$ cat src/rtl/sync_nbank_fifo_pkg.sv
// Shared constants and width helpers for the banked synchronous FIFO.
//   PREFETCH_DEPTH : entries in the register FIFO that feeds out_data
//   RAM_RD_LATENCY : cycles from read issue to data landing in the prefetch FIFO
//   bank_idx_width : bits needed to select a bank
//   bank_addr_width: address bits inside one bank
package sync_nbank_fifo_pkg;

    localparam int PREFETCH_DEPTH = 4;
    localparam int RAM_RD_LATENCY = 2;

    function automatic int bank_idx_width(input int num_banks);
        return (num_banks > 1) ? $clog2(num_banks) : 1;
    endfunction

    function automatic int bank_addr_width(input int fifo_depth, input int num_banks);
        return (fifo_depth / num_banks > 1) ? $clog2(fifo_depth / num_banks) : 1;
    endfunction

endpackage

$ cat src/rtl/reg_fifo.sv
// Small flop-based FIFO with show-ahead output.
//   clk, rstn : clock, asynchronous active-low reset
//   clear     : synchronous flush (wins over push/pop)
//   push      : write push_data (ignored when full)
//   pop       : drop the head entry (ignored when empty)
//   pop_data  : head entry
//   valid     : at least one entry held
//   cnt       : entries held
module reg_fifo #(
    parameter int DATA_WIDTH = 8,
    parameter int DEPTH      = 4
) (
    input  logic                     clk,
    input  logic                     rstn,
    input  logic                     clear,
    input  logic                     push,
    input  logic [DATA_WIDTH-1:0]    push_data,
    input  logic                     pop,
    output logic [DATA_WIDTH-1:0]    pop_data,
    output logic                     valid,
    output logic [$clog2(DEPTH):0]   cnt
);

    localparam int PW = (DEPTH > 1) ? $clog2(DEPTH) : 1;
    localparam int CW = $clog2(DEPTH) + 1;

    logic [DATA_WIDTH-1:0] mem [DEPTH];
    logic [PW-1:0]         wptr;
    logic [PW-1:0]         rptr;
    logic                  do_push;
    logic                  do_pop;

    assign do_push  = push && (cnt != CW'(DEPTH));
    assign do_pop   = pop && (cnt != '0);
    assign pop_data = mem[rptr];
    assign valid    = (cnt != '0);

    function automatic logic [PW-1:0] ptr_next(input logic [PW-1:0] p);
        return (p == PW'(DEPTH - 1)) ? '0 : p + PW'(1);
    endfunction

    always_ff @(posedge clk or negedge rstn) begin
        if (!rstn) begin
            wptr <= '0;
            rptr <= '0;
            cnt  <= '0;
            for (int i = 0; i < DEPTH; i++) begin
                mem[i] <= '0;
            end
        end else if (clear) begin
            wptr <= '0;
            rptr <= '0;
            cnt  <= '0;
        end else begin
            if (do_push) begin
                mem[wptr] <= push_data;
                wptr      <= ptr_next(wptr);
            end
            if (do_pop) begin
                rptr <= ptr_next(rptr);
            end
            case ({do_push, do_pop})
                2'b10:   cnt <= cnt + CW'(1);
                2'b01:   cnt <= cnt - CW'(1);
                default: ;
            endcase
        end
    end

endmodule

$ cat src/rtl/single_port_RAM.sv
// Single-port RAM, one access per cycle, registered read data.
//   clk   : clock
//   en    : access enable
//   we    : write (1) or read (0) when en is high
//   addr  : word address
//   wdata : write data
//   rdata : read data, valid the cycle after a read access
// Contents are not reset.
module single_port_RAM #(
    parameter int DATA_WIDTH = 8,
    parameter int DEPTH      = 128
) (
    input  logic                     clk,
    input  logic                     en,
    input  logic                     we,
    input  logic [$clog2(DEPTH)-1:0] addr,
    input  logic [DATA_WIDTH-1:0]    wdata,
    output logic [DATA_WIDTH-1:0]    rdata
);

    logic [DATA_WIDTH-1:0] mem [DEPTH];

    always_ff @(posedge clk) begin
        if (en) begin
            if (we) begin
                mem[addr] <= wdata;
            end else begin
                rdata <= mem[addr];
            end
        end
    end

endmodule

$ cat src/rtl/sync_nbank_fifo.sv
// Synchronous FIFO built from NUM_BANKS interleaved single-port RAMs with a
// small prefetch register FIFO in front of the read port. Word n lives in
// bank (n mod NUM_BANKS) at row (n / NUM_BANKS), so consecutive writes and
// prefetch reads normally hit different banks and proceed in the same cycle.
//   clk, rstn            : clock, asynchronous active-low reset
//   in_data/valid/ready  : write handshake
//   out_data/valid/ready : read handshake (data from the prefetch FIFO head)
//   clear                : synchronous flush, discards a concurrent write
//   count                : words held (RAM + in-flight + prefetch)
//   almost_full/empty    : only with SYNC_NBANK_FIFO_ALMOST_FLAGS_EN defined
module sync_nbank_fifo
    import sync_nbank_fifo_pkg::*;
#(
    parameter int DATA_WIDTH = 8,
    parameter int FIFO_DEPTH = 256,
    parameter int NUM_BANKS  = 2,
    parameter int AF_MARGIN  = 4,
    parameter int AE_MARGIN  = 4
) (
    input  logic                          clk,
    input  logic                          rstn,
    input  logic [DATA_WIDTH-1:0]         in_data,
    input  logic                          in_valid,
    output logic                          in_ready,
    output logic [DATA_WIDTH-1:0]         out_data,
    output logic                          out_valid,
    input  logic                          out_ready,
    input  logic                          clear,
    output logic [$clog2(FIFO_DEPTH):0]   count
`ifdef SYNC_NBANK_FIFO_ALMOST_FLAGS_EN
    ,
    output logic                          almost_full,
    output logic                          almost_empty
`endif
);

    localparam int AW  = $clog2(FIFO_DEPTH);
    localparam int CW  = AW + 1;
    localparam int BIW = bank_idx_width(NUM_BANKS);
    localparam int BAW = bank_addr_width(FIFO_DEPTH, NUM_BANKS);
    localparam int PCW = $clog2(PREFETCH_DEPTH) + 1;

    if (NUM_BANKS < 2 || (NUM_BANKS & (NUM_BANKS - 1)) != 0 ||
        (FIFO_DEPTH % NUM_BANKS) != 0 || AW != BIW + BAW ||
        AF_MARGIN > FIFO_DEPTH || AE_MARGIN > FIFO_DEPTH ||
        RAM_RD_LATENCY != 2) begin : g_bad_cfg
        $error("sync_nbank_fifo: unsupported parameter set");
    end

    logic [AW-1:0]         waddr;
    logic [AW-1:0]         raddr;
    logic                  rd_vld;
    logic [BIW-1:0]        rd_bank;
    logic [PCW-1:0]        pf_cnt;
    logic [PCW-1:0]        pf_load;
    logic [DATA_WIDTH-1:0] ram_q [NUM_BANKS];
    logic [CW-1:0]         unread;
    logic [BIW-1:0]        wbank;
    logic [BIW-1:0]        rbank;
    logic [BAW-1:0]        wrow;
    logic [BAW-1:0]        rrow;
    logic                  want_read;
    logic                  same_bank;
    logic                  read_priority_conflict;
    logic                  wr_fire;
    logic                  rd_issue;
    logic                  out_fire;

    assign wbank = waddr[BIW-1:0];
    assign rbank = raddr[BIW-1:0];
    assign wrow  = waddr[AW-1:BIW];
    assign rrow  = raddr[AW-1:BIW];

    function automatic logic [AW-1:0] addr_next(input logic [AW-1:0] a);
        return (a == AW'(FIFO_DEPTH - 1)) ? '0 : a + AW'(1);
    endfunction

    // Everything downstream of the RAMs (in-flight + prefetch) is what a new
    // read would have to queue behind; it also bounds prefetch FIFO fill.
    always_comb begin
        pf_load   = pf_cnt + PCW'(rd_vld);
        unread    = count - CW'(pf_cnt) - CW'(rd_vld);
        want_read = (unread != '0) && (pf_load < PCW'(PREFETCH_DEPTH));
        same_bank = (wbank == rbank);
        // When the output side is about to run dry a same-bank read beats
        // the write, otherwise the stream could starve.
        read_priority_conflict = want_read && same_bank && (pf_load <= PCW'(1));
        in_ready  = rstn && (count < CW'(FIFO_DEPTH)) && !read_priority_conflict;
        wr_fire   = in_valid && in_ready && !clear;
        rd_issue  = want_read && !clear && !(wr_fire && same_bank);
        out_fire  = out_valid && out_ready && !clear;
    end

    for (genvar b = 0; b < NUM_BANKS; b++) begin : g_bank
        logic bank_wr;
        logic bank_rd;

        assign bank_wr = wr_fire && (wbank == BIW'(b));
        assign bank_rd = rd_issue && (rbank == BIW'(b));

        single_port_RAM #(
            .DATA_WIDTH (DATA_WIDTH),
            .DEPTH      (FIFO_DEPTH / NUM_BANKS)
        ) u_ram (
            .clk   (clk),
            .en    (bank_wr || bank_rd),
            .we    (bank_wr),
            .addr  (bank_wr ? wrow : rrow),
            .wdata (in_data),
            .rdata (ram_q[b])
        );
    end

    reg_fifo #(
        .DATA_WIDTH (DATA_WIDTH),
        .DEPTH      (PREFETCH_DEPTH)
    ) u_prefetch (
        .clk       (clk),
        .rstn      (rstn),
        .clear     (clear),
        .push      (rd_vld),
        .push_data (ram_q[rd_bank]),
        .pop       (out_fire),
        .pop_data  (out_data),
        .valid     (out_valid),
        .cnt       (pf_cnt)
    );

    always_ff @(posedge clk or negedge rstn) begin
        if (!rstn) begin
            waddr   <= '0;
            raddr   <= '0;
            count   <= '0;
            rd_vld  <= 1'b0;
            rd_bank <= '0;
        end else if (clear) begin
            waddr   <= '0;
            raddr   <= '0;
            count   <= '0;
            rd_vld  <= 1'b0;
            rd_bank <= '0;
        end else begin
            if (wr_fire) begin
                waddr <= addr_next(waddr);
            end
            if (rd_issue) begin
                raddr   <= addr_next(raddr);
                rd_bank <= rbank;
            end
            rd_vld <= rd_issue;
            case ({wr_fire, out_fire})
                2'b10:   count <= count + CW'(1);
                2'b01:   count <= count - CW'(1);
                default: ;
            endcase
        end
    end

`ifdef SYNC_NBANK_FIFO_ALMOST_FLAGS_EN
    assign almost_full  = (int'(count) >= FIFO_DEPTH - AF_MARGIN);
    assign almost_empty = (int'(count) <= AE_MARGIN);
`endif

endmodule

$ cat config.mk
export PLATFORM = sky130hd
export DESIGN_NAME = sync_nbank_fifo
export DESIGN_NICKNAME = d
export VERILOG_FILES = /design/src/rtl/sync_nbank_fifo_pkg.sv /design/src/rtl/reg_fifo.sv /design/src/rtl/single_port_RAM.sv /design/src/rtl/sync_nbank_fifo.sv
export SDC_FILE = /design/constraint.sdc
export NUM_CORES = 2
export LEC_CHECK = 0
export CORE_MARGIN = 2
export CORE_UTILIZATION = 45
export CTS_BUF_LIST = sky130_fd_sc_hd__clkbuf_4
export CTS_CLUSTER_DIAMETER = 50
export CTS_CLUSTER_SIZE = 10
export DETAILED_ROUTE_END_ITERATION = 10
export GPL_ROUTABILITY_DRIVEN = 0
export GPL_TIMING_DRIVEN = 0
export HOLD_SLACK_MARGIN = 0.03
export MAX_ROUTING_LAYER = met4
export SETUP_SLACK_MARGIN = 0.02
export SLEW_MARGIN = 25
export SYNTH_ARGS = -nofsm -noshare
export SYNTH_HDL_FRONTEND = slang
export SYNTH_SLANG_ARGS = --single-unit
$ cat constraint.sdc
create_clock -name clk -period 10.3 [get_ports clk]
set_input_delay 2.06 -clock clk [delete_from_list [all_inputs] [get_ports clk]]
set_output_delay 2.06 -clock clk [all_outputs]
set_load 0.1 [all_outputs]
* After elaboration in Yosys (flattened, before gate mapping)
Memory sizes are Yosys's and may differ from the RTL's. A register that Yosys moved wholly into a read port is not among the register bits.
Cells that the tools add are included.
** Cells by class
- $add $sub $neg :: 11
- Order comparisons :: 7
- Equal/unequal tests :: 10
- Muxes and demuxes :: 36
- Bitwise logic cells :: 8
- Reduce and logical (&&, ||, !) cells :: 35
** Operators with widths (count)
- 8-bit 2-to-1 mux :: 12
- 32-bit bitwise mux :: 1
- 1-bit logical AND :: 19
- 9-bit case mux with 2 select lines :: 1
- 8-bit by 1-bit adder with 8-bit output (second input constant) :: 2
- 8-bit binary-select mux with 2-bit select :: 1
- 8-bit demux with 2-bit select :: 1
- 8-bit equality test (second input constant) :: 2
- 7-bit 2-to-1 mux :: 2
- 2-bit 2-to-1 mux :: 6
- 9-bit by 1-bit adder with 9-bit output (second input constant) :: 1
- 9-bit less-than comparator (second input constant) :: 1
- 1-bit 2-to-1 mux :: 9
- 9-bit 2-to-1 mux :: 1
- 3-bit nonzero test :: 3
- 9-bit nonzero test :: 1
- 9-bit by 1-bit subtractor with 9-bit output :: 1
- 9-bit by 1-bit subtractor with 9-bit output (second input constant) :: 1
- 9-bit by 3-bit subtractor with 9-bit output :: 1
- 2-bit equality test (second input constant) :: 4
- 2-bit nonzero test :: 4
- 3-bit >= comparator (second input constant) :: 2
- 2-bit NOT with 3-bit output :: 2
- 3-bit case mux with 2 select lines :: 1
- 17 further kinds :: 28
** Word-level totals
- Register bits :: 66
- Bits in writable memories :: 2048
- Bits of input ports :: 13
- Word-level logic and storage cells :: 121
- Memories :: 2
** Memory list
- g_bank[0].u_ram.mem :: words 128, bits a word 8, read ports 1, clocked after Yosys merged registers in 1, wr ports 1, RTL line single_port_RAM.sv:21 : logic [DATA_WIDTH-1:0] mem [DEPTH];
- g_bank[1].u_ram.mem :: words 128, bits a word 8, read ports 1, clocked after Yosys merged registers in 1, wr ports 1, RTL line single_port_RAM.sv:21

* Logic depth before layout (Yosys ltp)
- Depth in word-level cells :: 17
- Gate-level depth with buffers :: 23
- Mapped depth without buffers :: 22

* Cells and area by module
Synthesis repeated with hierarchy kept, for this count alone.
** Unflattened totals
- Cells, all modules :: 5323
- Area, all modules :: 85328.1 um^2
** Modules (own cells, without submodules)
- single_port_RAM :: instances 2, cells each 2468, area an instance 40537.6 um^2
- sync_nbank_fifo :: instances 1, cells each 246, area an instance 2260.9 um^2
- reg_fifo :: instances 1, cells each 141, area an instance 1991.9 um^2

* Least setup slack after synthesis
OpenSTA, ideal clock, no wires.
- Path kind :: register -> output
- Start point :: register count[0]
- End point :: output port in_ready
- Arrival time :: 5.917 ns
- Required time :: 8.240 ns
- Slack :: 2.323 ns
- Stages on the path, launching flop included :: 11
- Buffers on the path :: 1
- Cell sequence :: dfrtp_1 > fa_1 > ha_1 > or2_2 > fa_1 > or4_1 > nor4_2 > o31a_1 > buf_4 > nor2_1 > nor3b_1
** On the way
- Word-level cells in the longest chain between the ends :: 8
** RTL lines
- from (decl) :: RTL line sync_nbank_fifo.sv:29 : output logic [$clog2(FIFO_DEPTH):0] count
- from (signal assigned) :: RTL line sync_nbank_fifo.sv:152 : 2'b10: count <= count + CW'(1);
- from (signal assigned) :: RTL line sync_nbank_fifo.sv:153 : 2'b01: count <= count - CW'(1);
- 9-bit by 3-bit subtractor with 9-bit output :: RTL line sync_nbank_fifo.sv:82 : unread = count - CW'(pf_cnt) - CW'(rd_vld);
- 9-bit by 1-bit subtractor with 9-bit output :: RTL line sync_nbank_fifo.sv:82
- 9-bit nonzero test :: RTL line sync_nbank_fifo.sv:83 : want_read = (unread != '0) && (pf_load < PCW'(PREFETCH_DEPTH));
- 1-bit logical AND :: RTL line sync_nbank_fifo.sv:83
- 1-bit logical AND (2 in series) :: RTL line sync_nbank_fifo.sv:87 : read_priority_conflict = want_read && same_bank && (pf_load <= PCW'(1));
- 1-bit zero test :: RTL line sync_nbank_fifo.sv:88 : in_ready = rstn && (count < CW'(FIFO_DEPTH)) && !read_priority_conflict;
- 1-bit logical AND (*) :: RTL line sync_nbank_fifo.sv:88
- to (decl) :: RTL line sync_nbank_fifo.sv:24 : output logic in_ready,
Every way passes the cells marked *; elsewhere a longest branch is shown, timed or not.

* Worst setup path after layout
- Start point :: register u_prefetch.cnt[0]
- End point :: register g_bank[0].u_ram.rdata[2] (read register of g_bank[0].u_ram.mem) (data pin)
** On the way
- Word-level cells in the longest chain between the ends :: 16
** RTL lines
- from (decl) :: RTL line reg_fifo.sv:21 : output logic [$clog2(DEPTH):0] cnt
- from (signal assigned) :: RTL line reg_fifo.sv:63 : 2'b10: cnt <= cnt + CW'(1);
- from (signal assigned) :: RTL line reg_fifo.sv:64 : 2'b01: cnt <= cnt - CW'(1);
- 9-bit by 3-bit subtractor with 9-bit output :: RTL line sync_nbank_fifo.sv:82
- 9-bit by 1-bit subtractor with 9-bit output :: RTL line sync_nbank_fifo.sv:82
- 9-bit nonzero test :: RTL line sync_nbank_fifo.sv:83
- 1-bit logical AND :: RTL line sync_nbank_fifo.sv:83
- 1-bit logical AND (2 in series) :: RTL line sync_nbank_fifo.sv:87
- 1-bit zero test :: RTL line sync_nbank_fifo.sv:88
- 1-bit logical AND :: RTL line sync_nbank_fifo.sv:88
- 1-bit logical AND (2 in series) :: RTL line sync_nbank_fifo.sv:89 : wr_fire = in_valid && in_ready && !clear;
- 1-bit logical AND :: RTL line sync_nbank_fifo.sv:90 : rd_issue = want_read && !clear && !(wr_fire && same_bank);
- 1-bit zero test :: RTL line sync_nbank_fifo.sv:90
- 1-bit logical AND :: RTL line sync_nbank_fifo.sv:90
- 1-bit logical AND :: RTL line sync_nbank_fifo.sv:99 : assign bank_rd = rd_issue && (rbank == BIW'(b));
- 1-bit logical OR :: RTL line sync_nbank_fifo.sv:106 : .en (bank_wr || bank_rd),
- 2-bit AND reduction (no source line)
- to (decl) :: RTL line single_port_RAM.sv:18 : output logic [DATA_WIDTH-1:0] rdata
Parallel ways exist; a longest one is shown, timed or not.
A chain may end at the register's enable or synchronous reset.

==> impl_metrics.yaml <==
power_and_ir_drop:
  p_clk_frac: 0.212
  p_leak_uw: 0.0290
  p_comb_frac: 0.309
  seqPwrFrac: 0.479
  switching_power_uw: 7670
  switching_share: 0.378
  p_per_area_nw_per_um2: 213
  peakVddDrop_mv: 0.152
  power_uw: 20300
  p_int_uw: 12600
timing:
  min_period_over_period: 0.869
  max_slew_margin: 0.133
  hold_viol: 0
  worst_slew_pin_slew_ns: 1.28
  rsz0062_at_grt: "false"
  clock_skew_ns: 0.104
  finalSetupViolCount: 0
  drv_slew: 0
  clock.fmax_ghz: 0.112
  fin_crit_ns: 8.95
  setup_slack_ns: 1.35
setup_path:
  end_kind: "flop"
  cp-start-kind: "flop"
  arrival_ns: 10.02
  cp_max_fo: 10
  path_class: "reg2reg"
  required_ns: 11.37
clock_network:
  cts-hold-fix-buffers: 0
  numCtsBuffers: 235
  clock_latency_ns: 1.41
  post_cts_resized: 0
  cts_tree: "yes"
  cts_setup_buffers: 0
  clockBufferDepth: 3
  clk_pin_slew_ns: 0.12
  cts_root_buffer: "clkbuf_4"
  cts_sinks: 2130
  cts-htree-levels: 4
routing:
  antenna_left: 0
  via_count: 65256
  drtIter0Drc: 11949
  viasPerCell: 6.60
  drt_first_pass_iters: 8
  wl_per_cell_microns: 32.0
  totalWireLength_microns: 316000
  drc: 0
global_route:
  track_usage: 0.320
  grt_max_degree: 105
  global_route.overflow_total: 0
  antenna_found_initial: 25
  grt_pass1_vias: 59839
  grt_pass1_wl_microns: 441000
synthesis:
  synthSimpleGateAreaFrac: 0.0824
  netlist_top_cells_area: "edfxtp_1 70%, a21oi_1 6.0%, nand3_1 5.9%"
  yosys.area.top_type: "edfxtp_1"
  synth-seq-cells: 2130
  syn_nets: 6904
  yosys_warnings: 0
  ys_seq_area_frac: 0.722
  synth_ff_type: "edfxtp_1"
  synthXorXnorAreaFrac: 0.00189
  synthCells: 6866
  synth_edf_count: 2064
  synth.cell_area_sq_um: 88200
  synth_compound_area_frac: 0.156
  synth.area.mux_share: 0.00575
  synth_top_family_by_area: "compound AO/OA/AOI/OAI gates"
  synth_top_cell_area_share: 0.703
  synth_cell_type_count: 56
  syn_avg_cell_area_sq_um: 12.8
  synth-adder-area-share: 0.00389
  async_reset_ff_frac: 0.0310
layout:
  n_fill_cell: 17167
  mostFrequentLayoutCell: "edfxtp_1"
  fin_nets: 7203
  final_cells: 9886
  area_delta_synth_final_pct: 8.19
  stdcell_area_sq_um: 95400
  drive_gt1_frac: 0.0653
  final_cell_mix: "2064 x edfxtp_1, 1049 x a21oi_1, 1041 x nand3_1, 1039 x o21ai_0, 536 x clkbuf_1"
placement:
  numPortBuffers: 31
  place_area_sq_um: 92700
  post-place-cells: 9552
  dp_slack_ns: 1.58
  hpwl_microns: 220000
floorplanning:
  die_x_microns: 447
  die_area_sq_um: 199000
  pin_count: 32
  rows: 162
  start_util: 0.453
  die-height_microns: 447
  core_sq_um: 195000
min_path:
  hp-class: "reg2reg"
run_status:
  status: "complete, no violations"
flow_run:
  drv_cap: 0
## power groups by stage
stage	logic (uW)	clock network [uW]	registers, uW
finish	6260	4310	9720
CTS	5980	4320	9720
global route	6570	4620	9730
floorplan	3390	0	10000
global placement	5800	0	10000
detailed placement	5960	0	9920
## routing by layer
| metal | GRT usage | up-vias | wire length, microns |
|---|---|---|---|
| met1 | 0.448 | 32472 | 124000 |
| li1 | - | 27286 | - |
| met4 | 0.116 | 0 | 12600 |
| met3 | 0.0834 | 703 | 43300 |
| met5 | - | - | 0 |
| met2 | 0.449 | 4795 | 136000 |
## stage by stage
| step | hold slack (ns) | TNS [ns] | util |
|---|---|---|---|
| after floorplan | 0.445 | 0 | - |
| after global placement | 0.458 | -6215.97 | 0.471 |
| after detailed placement | 0.468 | 0 | 0.476 |
| after CTS | 0.482 | 0 | 0.489 |
| after global routing | 0.518 | 0 | 0.490 |
| final | 0.489 | 0 | 0.490 |
## worst max-delay path: stages (launching register included)
cell	delay (ns)
dfrtp_1	0.48
inv_1	0.12
fa_1	0.52
inv_1	0.05
ha_1	0.19
or2_2	0.31
fa_1	0.48
or4_1	0.58
nor4_2	0.39
o31ai_2	0.27
a211oi_4	0.66
mux2i_1	0.79
clkbuf_2	0.68
clkbuf_1	0.76
a21oi_1	0.13
o41ai_1	0.84
a41oi_1	0.60
or4_1	0.75
## kinds of logic (layout without fill, tap and decap cells)
group                    Yosys count  after routing
AND/OR/NAND/NOR                 1523           1523
flip-flops                      2130           2130
AO/OA/AOI/OAI                   2478           2478
multiplexers                      37             37
other                              0             20
adder cells (fa/ha/maj)           25             25
XOR/XNOR                          19             19
buffers and inverters            654           1030
## worst paths after layout
kind | cells past startpoint | end | from | slack (ns)
worst min-delay path | 2 | u_prefetch.mem[14] | u_prefetch.mem[14] | 0.49
worst min register to register | 2 | u_prefetch.mem[14] | u_prefetch.mem[14] | 0.49
worst max register to register | 17 | g_bank[0].u_ram.rdata[2] | u_prefetch.cnt[0] | 1.35
max in group asynchronous | 2 | raddr[1] | rstn | 9.12
min in group asynchronous | 1 | count[6] | rstn | 0.61
worst max-delay path | 17 | g_bank[0].u_ram.rdata[2] | u_prefetch.cnt[0] | 1.35
## registers in the layout (all words and copies together), names as in the netlist
register and cells:
count 9, g_bank.u_ram.mem 2048, g_bank.u_ram.rdata 16, raddr 8
rd_bank 1, rd_vld 1, u_prefetch.cnt 3, u_prefetch.mem 32
u_prefetch.rptr 2, u_prefetch.wptr 2, waddr 8
## final cells by class
class	instances	area (sq um)	area share
Antenna cell	20	50.0	0.000525
Buffer	638	2480	0.0260
Multi-Input combinational cell	4082	22300	0.234
Inverter	16	60.1	0.000630
Timing Repair Buffer	62	1050	0.0110
Sequential cell	2130	63600	0.667
Tap cell	2624	3280	0.0344
Clock inverter	25	350	0.00367
Clock buffer	289	2170	0.0227
## synthesized netlist by cell type, types with 4 or more instances
master / n
a41oi_1: 64
clkbuf_1: 558
ha_1: 21
mux4_2: 8
or4_1: 19
xnor2_1: 10
buf_1: 49
xor2_1: 9
and2_1: 4
nand2b_1: 12
o21bai_1: 4
o21ai_0: 1039
inv_1: 16
nor3b_1: 4
nand2_1: 104
or3_1: 6
mux2i_1: 22
nor3_1: 25
nand3_1: 1041
fa_1: 4
o31ai_1: 8
nor2_1: 285
edfxtp_1: 2064
dfrtp_1: 66
o21a_1: 4
nor2b_1: 8
buf_2: 27
a21oi_1: 1049
nand3b_1: 4
o41ai_1: 256
o21ai_1: 35
Power figures use the tool's default switching activity.
==> RTL change: new RTL, config.mk and constraints unchanged <==
Reset style: synchronous (`rstn`), changed in 2 clocked blocks. Comments in the files are not updated.
--- a/src/rtl/reg_fifo.sv
+++ b/src/rtl/reg_fifo.sv
@@ -39,7 +39,7 @@
         return (p == PW'(DEPTH - 1)) ? '0 : p + PW'(1);
     endfunction
 
-    always_ff @(posedge clk or negedge rstn) begin
+    always_ff @(posedge clk) begin
         if (!rstn) begin
             wptr <= '0;
             rptr <= '0;
--- a/src/rtl/sync_nbank_fifo.sv
+++ b/src/rtl/sync_nbank_fifo.sv
@@ -126,7 +126,7 @@
         .cnt       (pf_cnt)
     );
 
-    always_ff @(posedge clk or negedge rstn) begin
+    always_ff @(posedge clk) begin
         if (!rstn) begin
             waddr   <= '0;
             raddr   <= '0;
Formal check against the unedited RTL: differs if rstn is asserted again (counterexample within 4 cycles, from zero or initial values and one cycle with rstn low); with rstn held inactive, the same outputs for 4 cycles.
==> RTL change against the unedited design <==
Via count is essentially flat; critical endpoint is now g_bank[0].u_ram.rdata[5]; sequential cell count grew 2; synthesized area grew 1.0%; wire length grew 4.2%; clock skew grew 0.036 ns; design area grew 1.2%; setup slack gained 0.29 ns.
Power is not compared: it rests on default switching activity, and its combinational part moved more than twofold at a synthesized area within 25%.
==> RTL change: results (changes against the unedited design) <==
The fraction of met2 tracks used by global routing came out at 0.479 (+0.0299). Ranked by total cell area, the synthesized netlist is headed by sky130_fd_sc_hd__edfxtp_1 71%, sky130_fd_sc_hd__o21ai_0 5.7%, sky130_fd_sc_hd__nand3_1 5.7%. The post-synth net total is 6871 (-0.48%). The via count of the first global-routing pass came out at 61000 (+1.9%). The area after detailed placement came to 94000 um2 (+1.4%).

The storage element area is 63700 um2 (about the same). The total placed cells including tap cells came out at 9546 (-0.063%). The maximum cell stage delay along the critical path came out at 1.28 ns (+0.44 ns). The routed metal-1 wirelength came out at 119000 um (-4.4%). The synthesized-area fraction occupied by ao, oa, aoi and oai cells is 0.162 (+0.00582). The post-detailed-placement half-perimeter wirelength was 230000 um (+4.7%). The initial antenna violation count is 24 (-4.0%). The count of input and output buffers is 30 (-3.2%). The total CTS buffers is 240 (+2.1%). The proportion of layout cells with a drive suffix above 1 came to 0.0726 (+0.00726). The count of mapped cells out of synthesis came out at 6834 (-0.47%). The portion of the post-synthesis area used by sequential elements was 0.715 (-0.00700). The headroom to the max-slew limit came out at 0.0844 (-0.0482). The worst clock skew came out at 0.139 ns (+0.0358 ns). The multiplexer fraction of the synthesized cell area is 0.00676 (+0.00101).

The start point of the worst hold path is u_prefetch.rptr[1]. The highest clock frequency the design can meet came out at 116 MHz (+3.4%). The share of synthesized registers carrying an async set or reset is 0 (-0.0310).

The routed via count came to 65300 (+0.029%). The first-pass detailed-route iteration total is 9 (+1). The met1 global-route usage is 0.402 (-0.0460).

Among all stages on the critical path, the largest delay is contributed by sky130_fd_sc_hd__a2111oi_1. The endpoint identified for the worst register-to-register timing path is g_bank[0].u_ram.rdata[5]. The flow ran to the end, and the final reports show no timing, DRC or antenna violations. Counting instances in the post-synthesis netlist gives the leading cell types as 2096 x sky130_fd_sc_hd__edfxtp_1, 1016 x sky130_fd_sc_hd__o21ai_0, 1013 x sky130_fd_sc_hd__nand3_1, 749 x sky130_fd_sc_hd__a21oi_1, 546 x sky130_fd_sc_hd__clkbuf_1. The filler-free cell count of the finished design is 9893 (+0.071%). The post-route worst hold slack came to 0.506 ns (+0.0172 ns).

The distinct cell type count of the synthesized netlist came out at 65 (+16%). The data arrival time of the critical path came out at 9.60 ns (-0.42 ns). The number of enable flip-flop cells after synthesis came out at 2096 (+1.6%). The wire length on met2 is 145000 um (+6.7%). The post-detailed-routing wire length is 329000 um (+4.2%). The number of filler instances in the final layout was 17500 (+1.9%). The worst slack at placement is 1.66 ns (+0.0824 ns). The net total in the final layout is 7185 (-0.25%). The number of cells traversed by the worst register-to-register path was 19 (+2). The adder and majority gate portion of the synthesized area came out at 0.00371 (-0.000180).

The worst setup slack for register-to-register paths came out at 1.64 ns (+0.29 ns). The fraction of met3 tracks used by global routing is 0.0799 (-0.00353). The initial detailed-routing violation count is 10400 (-13%). The largest net degree at the start of global routing is 130 (+24%). Tracing the worst setup path back leads to its startpoint at u_prefetch.cnt[0].
RTL change: changes by cell type in the layout (fill, tap and decap cells not counted), moves of 27 or more:
cell | unedited run | this run
sky130_fd_sc_hd__dfrtp_1 | 66 | 0
sky130_fd_sc_hd__dfxtp_1 | 0 | 36
sky130_fd_sc_hd__nand3_1 | 1041 | 1013
sky130_fd_sc_hd__a21oi_1 | 1049 | 747
sky130_fd_sc_hd__o41ai_1 | 239 | 105
sky130_fd_sc_hd__o41a_1 | 0 | 77
sky130_fd_sc_hd__o21ai_0 | 1039 | 1012
sky130_fd_sc_hd__nand2_1 | 104 | 74
sky130_fd_sc_hd__edfxtp_1 | 2064 | 2096
sky130_fd_sc_hd__a21o_1 | 2 | 266
RTL change: layout make-up:
class                   count  area share
diodes                     33    0.000855
clock inverters            39     0.00329
repair buffers             72      0.0129
multi-input cells        4043       0.242
plain buffers             637      0.0256
well taps                2640      0.0342
flip-flops and latches   2132       0.659
clock buffers             275      0.0214
inverters                  22    0.000855
